--- config.mk ---
export PLATFORM = sky130hd
export DESIGN_NAME = rd_return_receiver
export DESIGN_NICKNAME = d
export VERILOG_FILES = /design/src/rtl/rd_return_receiver.sv
export SDC_FILE = /design/constraint.sdc
export NUM_CORES = 1
export LEC_CHECK = 0
export CAP_MARGIN = 0
export CORE_UTILIZATION = 47
export DETAILED_ROUTE_END_ITERATION = 8
export GPL_TIMING_DRIVEN = 1
export PLACE_DENSITY_LB_ADDON = 0.1
export SLEW_MARGIN = 30
export SYNTH_ARGS = -nofsm -noshare
export SYNTH_HDL_FRONTEND = slang
export SYNTH_SLANG_ARGS = --single-unit
--- constraint.sdc ---
create_clock -name clock -period 24.2 [get_ports clock]
set_input_delay 3.63 -clock clock [delete_from_list [all_inputs] [get_ports clock]]
set_output_delay 3.63 -clock clock [all_outputs]
set_load 0.005 [all_outputs]
--- src/rtl/rd_return_receiver.sv ---
`default_nettype none
// ============================================================================
// Module   : rd_return_receiver
// Purpose  : Per-core read-return receiver. Snoops the read-data return
//            path for words tagged with this core's ID and assembles them
//            into cache lines. Completed lines are queued in a small line
//            FIFO and handed to the cache over valid/ready. Read-request
//            credits are issued so the lines in flight never exceed the
//            space the FIFO can absorb.
// Revision : 1.0 - initial release
// ============================================================================
module rd_return_receiver #(
  parameter int CORE_ID        = 1,  // non-zero; 0 marks an idle return slot
  parameter int WORDS_PER_LINE = 8,  // power of two, 2..16
  parameter int LINE_DEPTH     = 2   // 1..8 lines
) (
  input  logic                           clock,
  input  logic                           reset,
  input  logic [31:0]                    RDreturn,
  input  logic [3:0]                     RDdest,
  input  logic                           reqIssue,
  output logic                           canIssue,
  output logic                           lineValid,
  output logic [32*WORDS_PER_LINE-1:0]   lineData,
  input  logic                           lineReady,
  output logic [3:0]                     outstanding,
  output logic                           overflow,
  output logic                           spurious,
  output logic                           protoErr
);

  localparam int                c_WCW    = $clog2(WORDS_PER_LINE);
  localparam int                c_LW     = 32 * WORDS_PER_LINE;
  localparam logic [c_WCW-1:0]  c_LAST   = c_WCW'(WORDS_PER_LINE - 1);
  localparam logic [3:0]        c_ID     = 4'(CORE_ID);
  localparam logic [3:0]        c_DEPTH  = 4'(LINE_DEPTH);
  localparam logic [4:0]        c_DEPTH5 = 5'(LINE_DEPTH);

  // Assembly state. The final word of a line is never stored here: it goes
  // straight from RDreturn into the FIFO on the completing edge.
  logic [c_WCW-1:0] r_wcnt;
  logic [31:0]      r_asm [WORDS_PER_LINE-1];
  logic [c_LW-1:0]  w_fullLine;

  // Line FIFO, organised as a shift register so the head (entry 0) is a
  // plain register output and lineData never passes through a read mux.
  logic [c_LW-1:0]  r_mem   [LINE_DEPTH];
  logic [c_LW-1:0]  w_shift [LINE_DEPTH];
  logic [3:0]       r_occ;
  logic [3:0]       w_wrIdx;

  logic [3:0]       r_out;
  logic             r_ovf;
  logic             r_spur;
  logic             r_proto;

  logic             w_hit;
  logic             w_done;
  logic             w_pop;
  logic             w_push;
  logic             w_room;

  assign w_hit   = (RDdest == c_ID);
  assign w_done  = w_hit && (r_wcnt == c_LAST);
  assign w_pop   = (r_occ != 4'd0) && lineReady;
  assign w_room  = (r_occ < c_DEPTH) || w_pop;
  assign w_push  = w_done && w_room;
  // With a simultaneous pop every entry moves down one, so the free slot
  // for the new line is one below the current occupancy.
  assign w_wrIdx = w_pop ? (r_occ - 4'd1) : r_occ;

  // Credit is derived from registered state only, so it reacts one cycle
  // after a request, a completed line or a pop.
  assign canIssue    = ({1'b0, r_out} + {1'b0, r_occ}) < c_DEPTH5;
  assign lineValid   = (r_occ != 4'd0);
  assign lineData    = r_mem[0];
  assign outstanding = r_out;
  assign overflow    = r_ovf;
  assign spurious    = r_spur;
  assign protoErr    = r_proto;

  // Word slot counter; the power-of-two line size makes it wrap by itself.
  always_ff @(posedge clock or posedge reset) begin
    if (reset) begin
      r_wcnt <= '0;
    end else if (w_hit) begin
      r_wcnt <= r_wcnt + 1'b1;
    end
  end

  for (genvar k = 0; k < WORDS_PER_LINE; k++) begin : g_slot
    if (k == WORDS_PER_LINE - 1) begin : g_last
      assign w_fullLine[32*k +: 32] = RDreturn;
    end else begin : g_body
      // Capture the matching word into its slot of the line being built.
      always_ff @(posedge clock or posedge reset) begin
        if (reset) begin
          r_asm[k] <= '0;
        end else if (w_hit && (r_wcnt == c_WCW'(k))) begin
          r_asm[k] <= RDreturn;
        end
      end
      assign w_fullLine[32*k +: 32] = r_asm[k];
    end
  end

  for (genvar i = 0; i < LINE_DEPTH; i++) begin : g_entry
    if (i == LINE_DEPTH - 1) begin : g_tail
      assign w_shift[i] = r_mem[i];
    end else begin : g_mid
      assign w_shift[i] = r_mem[i + 1];
    end
    // Each entry either takes the new line, shifts toward the head on a
    // pop, or holds.
    always_ff @(posedge clock or posedge reset) begin
      if (reset) begin
        r_mem[i] <= '0;
      end else if (w_push && (w_wrIdx == 4'(i))) begin
        r_mem[i] <= w_fullLine;
      end else if (w_pop) begin
        r_mem[i] <= w_shift[i];
      end
    end
  end

  // FIFO occupancy: a push and a pop in the same cycle cancel out.
  always_ff @(posedge clock or posedge reset) begin
    if (reset) begin
      r_occ <= 4'd0;
    end else begin
      case ({w_push, w_pop})
        2'b10:   r_occ <= r_occ + 4'd1;
        2'b01:   r_occ <= r_occ - 4'd1;
        default: r_occ <= r_occ;
      endcase
    end
  end

  // Outstanding request count, saturating at both ends.
  always_ff @(posedge clock or posedge reset) begin
    if (reset) begin
      r_out <= 4'd0;
    end else begin
      case ({reqIssue, w_done})
        2'b10: begin
          if (r_out != 4'hF) r_out <= r_out + 4'd1;
        end
        2'b01: begin
          if (r_out != 4'd0) r_out <= r_out - 4'd1;
        end
        default: r_out <= r_out;
      endcase
    end
  end

  // Sticky error flags; only reset clears them.
  always_ff @(posedge clock or posedge reset) begin
    if (reset) begin
      r_ovf   <= 1'b0;
      r_spur  <= 1'b0;
      r_proto <= 1'b0;
    end else begin
      if (w_done && !w_room)          r_ovf   <= 1'b1;
      if (w_hit && (r_out == 4'd0))   r_spur  <= 1'b1;
      if (reqIssue && !canIssue)      r_proto <= 1'b1;
    end
  end

endmodule
`default_nettype wire

==> reports/metrics.yaml <==
critPathTopFamily: "buffers and inverters"
hold_viol: 0
tightest_slew_ps: 999.2
grt.overflow.total: 0
seq_area_um2: 18770
status: "complete, no violations"
fin_nets: 2818
cts.clk_slew.worst_paths_ps: 60
cts_made_buffers: 82
setup_viol: 0
clock_latency_ps: 620
netlist_area_um2: 34370
dieWidth_um: 272.4
vdd_drop_max_v: 0.00007271
routed_via_density: 5.183
max_cap_viol_count: 0
grt_use_total_pct: 22.06
area_delta_synth_final_pct: 13.27
grt_setup_unrepaired: "no"
synth_xor_area_share_pct: 0.2293
firstDrtPassIters: 5
powerDensity_nw_per_um2: 86.61
period_needed_ps: 8096
period_share_pct: 33.45
placementRows: 98
setup_ws_ps: 16100
fin_skew_ps: 21.07
detail-route-antenna-nets: 0
mostFrequentLayoutCells: "774 x nand2_1, 750 x dfrtp_1, 435 x mux2_2"
cts.sinks: 750
finalInstanceArea_um2: 38930
synthAdderAreaFrac_pct: 0.5679
cpPeakStageDelay_ps: 650
multi_input_area_um2: 12800
htreeDepth: 3
cp.arrival_ps: 8590
grt_pass1_vias: 20350
hold_buffers: 0
tns_ps: 0
place_inst: 3626
synth-compound-area-share_pct: 0.3786
finalMaxSlewViolations: 0
p_leak_nw: 20.57
startpoint_type: "input pin"
synth_seq_cells: 750
yosysTopAreaCell: "dfrtp_1"
cp_data_required_time_ps: 24690
synth_area_leaders: "dfrtp_1 55%, mux2_2 14%, mux2_4 10%"
die_h_um: 272.4
synthMuxAreaShare_pct: 26.80
vias: 19570
core_um2: 71980
wirelength_um: 80630
cts_root_buf: "clkbuf_16"
dp_slack_ps: 15380
antenna_found_initial: 4
port_buffers: 304
fin_cells: 3776
globalplace.congestion: 0.7855
cp_cell_sequence: "clkdlybuf4s50_1 > nand2_4 > inv_8 > xnor2_1 > nand2b_4 > buf_12 > buf_6 > buf_6 > mux2_4"
mostFrequentLayoutCell: "nand2_1"
drc: 0
synthSimpleGateAreaFrac_pct: 9.057
synthCells: 2743
io_pins: 305
first_iter_violations: 1093
worst_hold_path_type: "reg2reg"
ys_warn_count: 0
dieArea_um2: 74220
cp_max_fo: 102
critPathMostFrequentCell: "buf_6"
postCtsSetupBuffers: 0
synth_top_area_share_pct: 54.60
drive_above_1_share_pct: 30.09
start_util_pct: 47.75
timing_worst_setup_path_type: "in2reg"
syn_nets: 2798
cts_resized: 0
cp_slowest_cell: "nand2_4"
clockBufferDepth: 3
fmax_mhz: 123.5
place_hpwl_um: 47620
slew-limit-headroom_pct: 33.18
hold_ws_ps: 467.7
synth_top_family_by_area: "multiplexers"
nFillCells: 6018
syn_area_per_cell_um2: 12.53
ys_types: 42
tritoncts: "yes"
place_area_um2: 36080
wl_per_cell_um: 21.35
seq_area_frac_synth_pct: 54.60
endpoint_kind: "flip-flop"
grt_pass1_wl_um: 124500
grt_max_degree: 180
cp_num_buf_inv: 5
-- layer usage --
metal / part of all wire (%) / wire (um) / up-vias / track usage [%]
met5: 0 / 0 / - / 0
met2: 49 / 39680 / 355 / 37.09
met4: 2.1 / 1732 / 0 / 6.342
met1: 44 / 35650 / 10230 / 29.40
li1: - / - / 8875 / -
met3: 4.4 / 3572 / 114 / 3.597
-- metrics by stage --
stage,utilization (%),power (W)
after CTS,53.93,0.003413
after global routing,54.09,0.003536
after detailed placement,50.12,0.002131
final,54.09,0.003372
after global placement,50.06,0.002099
after floorplan,-,0.001954
-- power breakdown --
| part | switching [W] | total (W) | leakage (nW) | internal, W |
|---|---|---|---|---|
| sequential | 0.000149 | 0.00161 | 10.3 | 0.00146 |
| combinational | 0.000237 | 0.000500 | 8.92 | 0.000264 |
| clock | 0.000503 | 0.00127 | 1.36 | 0.000762 |
| total | 0.000889 | 0.00337 | 20.6 | 0.00248 |
-- state kept, by name, summed over array words and instances (netlist names) --
signal	cells
r_asm	224
lineData	256
r_mem	256
protoErr	1
r_occ	4
r_wcnt	3
outstanding	4
overflow	1
spurious	1
-- Yosys cell counts --
library cell,count
xor2_1,3
mux2i_1,1
nand3_1,5
and3_4,1
a21o_1,1
nor4bb_1,1
a21oi_1,2
mux2_2,435
nor4_1,1
ha_1,14
nand4b_1,1
nor4b_2,1
nand2_1,780
buf_1,20
o21bai_1,1
mux2_1,62
nand4_1,2
a2111oi_0,1
or3_1,2
buf_4,259
fa_1,1
clkbuf_1,61
inv_2,1
nor2_1,10
o31a_1,1
xnor2_1,6
a41oi_1,1
mux2_4,240
o21ai_0,4
buf_6,51
or3b_1,1
nor3_1,1
a31o_2,2
nand2b_1,3
and2_1,1
dfrtp_1,750
inv_1,8
a22oi_1,1
a31oi_1,1
a2111oi_4,1
nand3b_1,1
buf_2,4
-- path summary, 6_finish.rpt --
kind	cells after the start	slack, ps	startpoint	end
hold reg to reg	1	470	spurious$_DFFE_PP0P_	spurious$_DFFE_PP0P_
setup reg to reg	11	18370	r_occ[1]$_DFFE_PP0P_	lineData[14]$_DFFE_PP0P_
min in group asynchronous	2	3480	reset	lineData[70]$_DFFE_PP0P_
hold / removal	1	470	spurious$_DFFE_PP0P_	spurious$_DFFE_PP0P_
max in group asynchronous	6	18120	reset	r_mem[211]$_DFFE_PP0P_
setup / recovery	9	16100	lineReady	lineData[14]$_DFFE_PP0P_
-- cell families (layout without fill, tap and decap cells) --
group | count (synthesis) | count (layout)
xor+xnor | 9 | 9
buf+inv | 404 | 486
fa+ha+maj | 15 | 15
compound gates | 16 | 16
simple gates | 811 | 811
other cells | 0 | 1
flops | 750 | 750
mux | 738 | 738
-- final cells by class --
cell class | count | share of cell area (%)
Clock inverter | 29 | 0.8741
Timing Repair Buffer | 331 | 8.703
Sequential cell | 750 | 48.21
Inverter | 9 | 0.1157
Tap cell | 950 | 3.053
Antenna cell | 1 | 0.006428
Multi-Input combinational cell | 1589 | 32.89
Clock buffer | 117 | 6.154
Power figures use the tool's default switching activity.
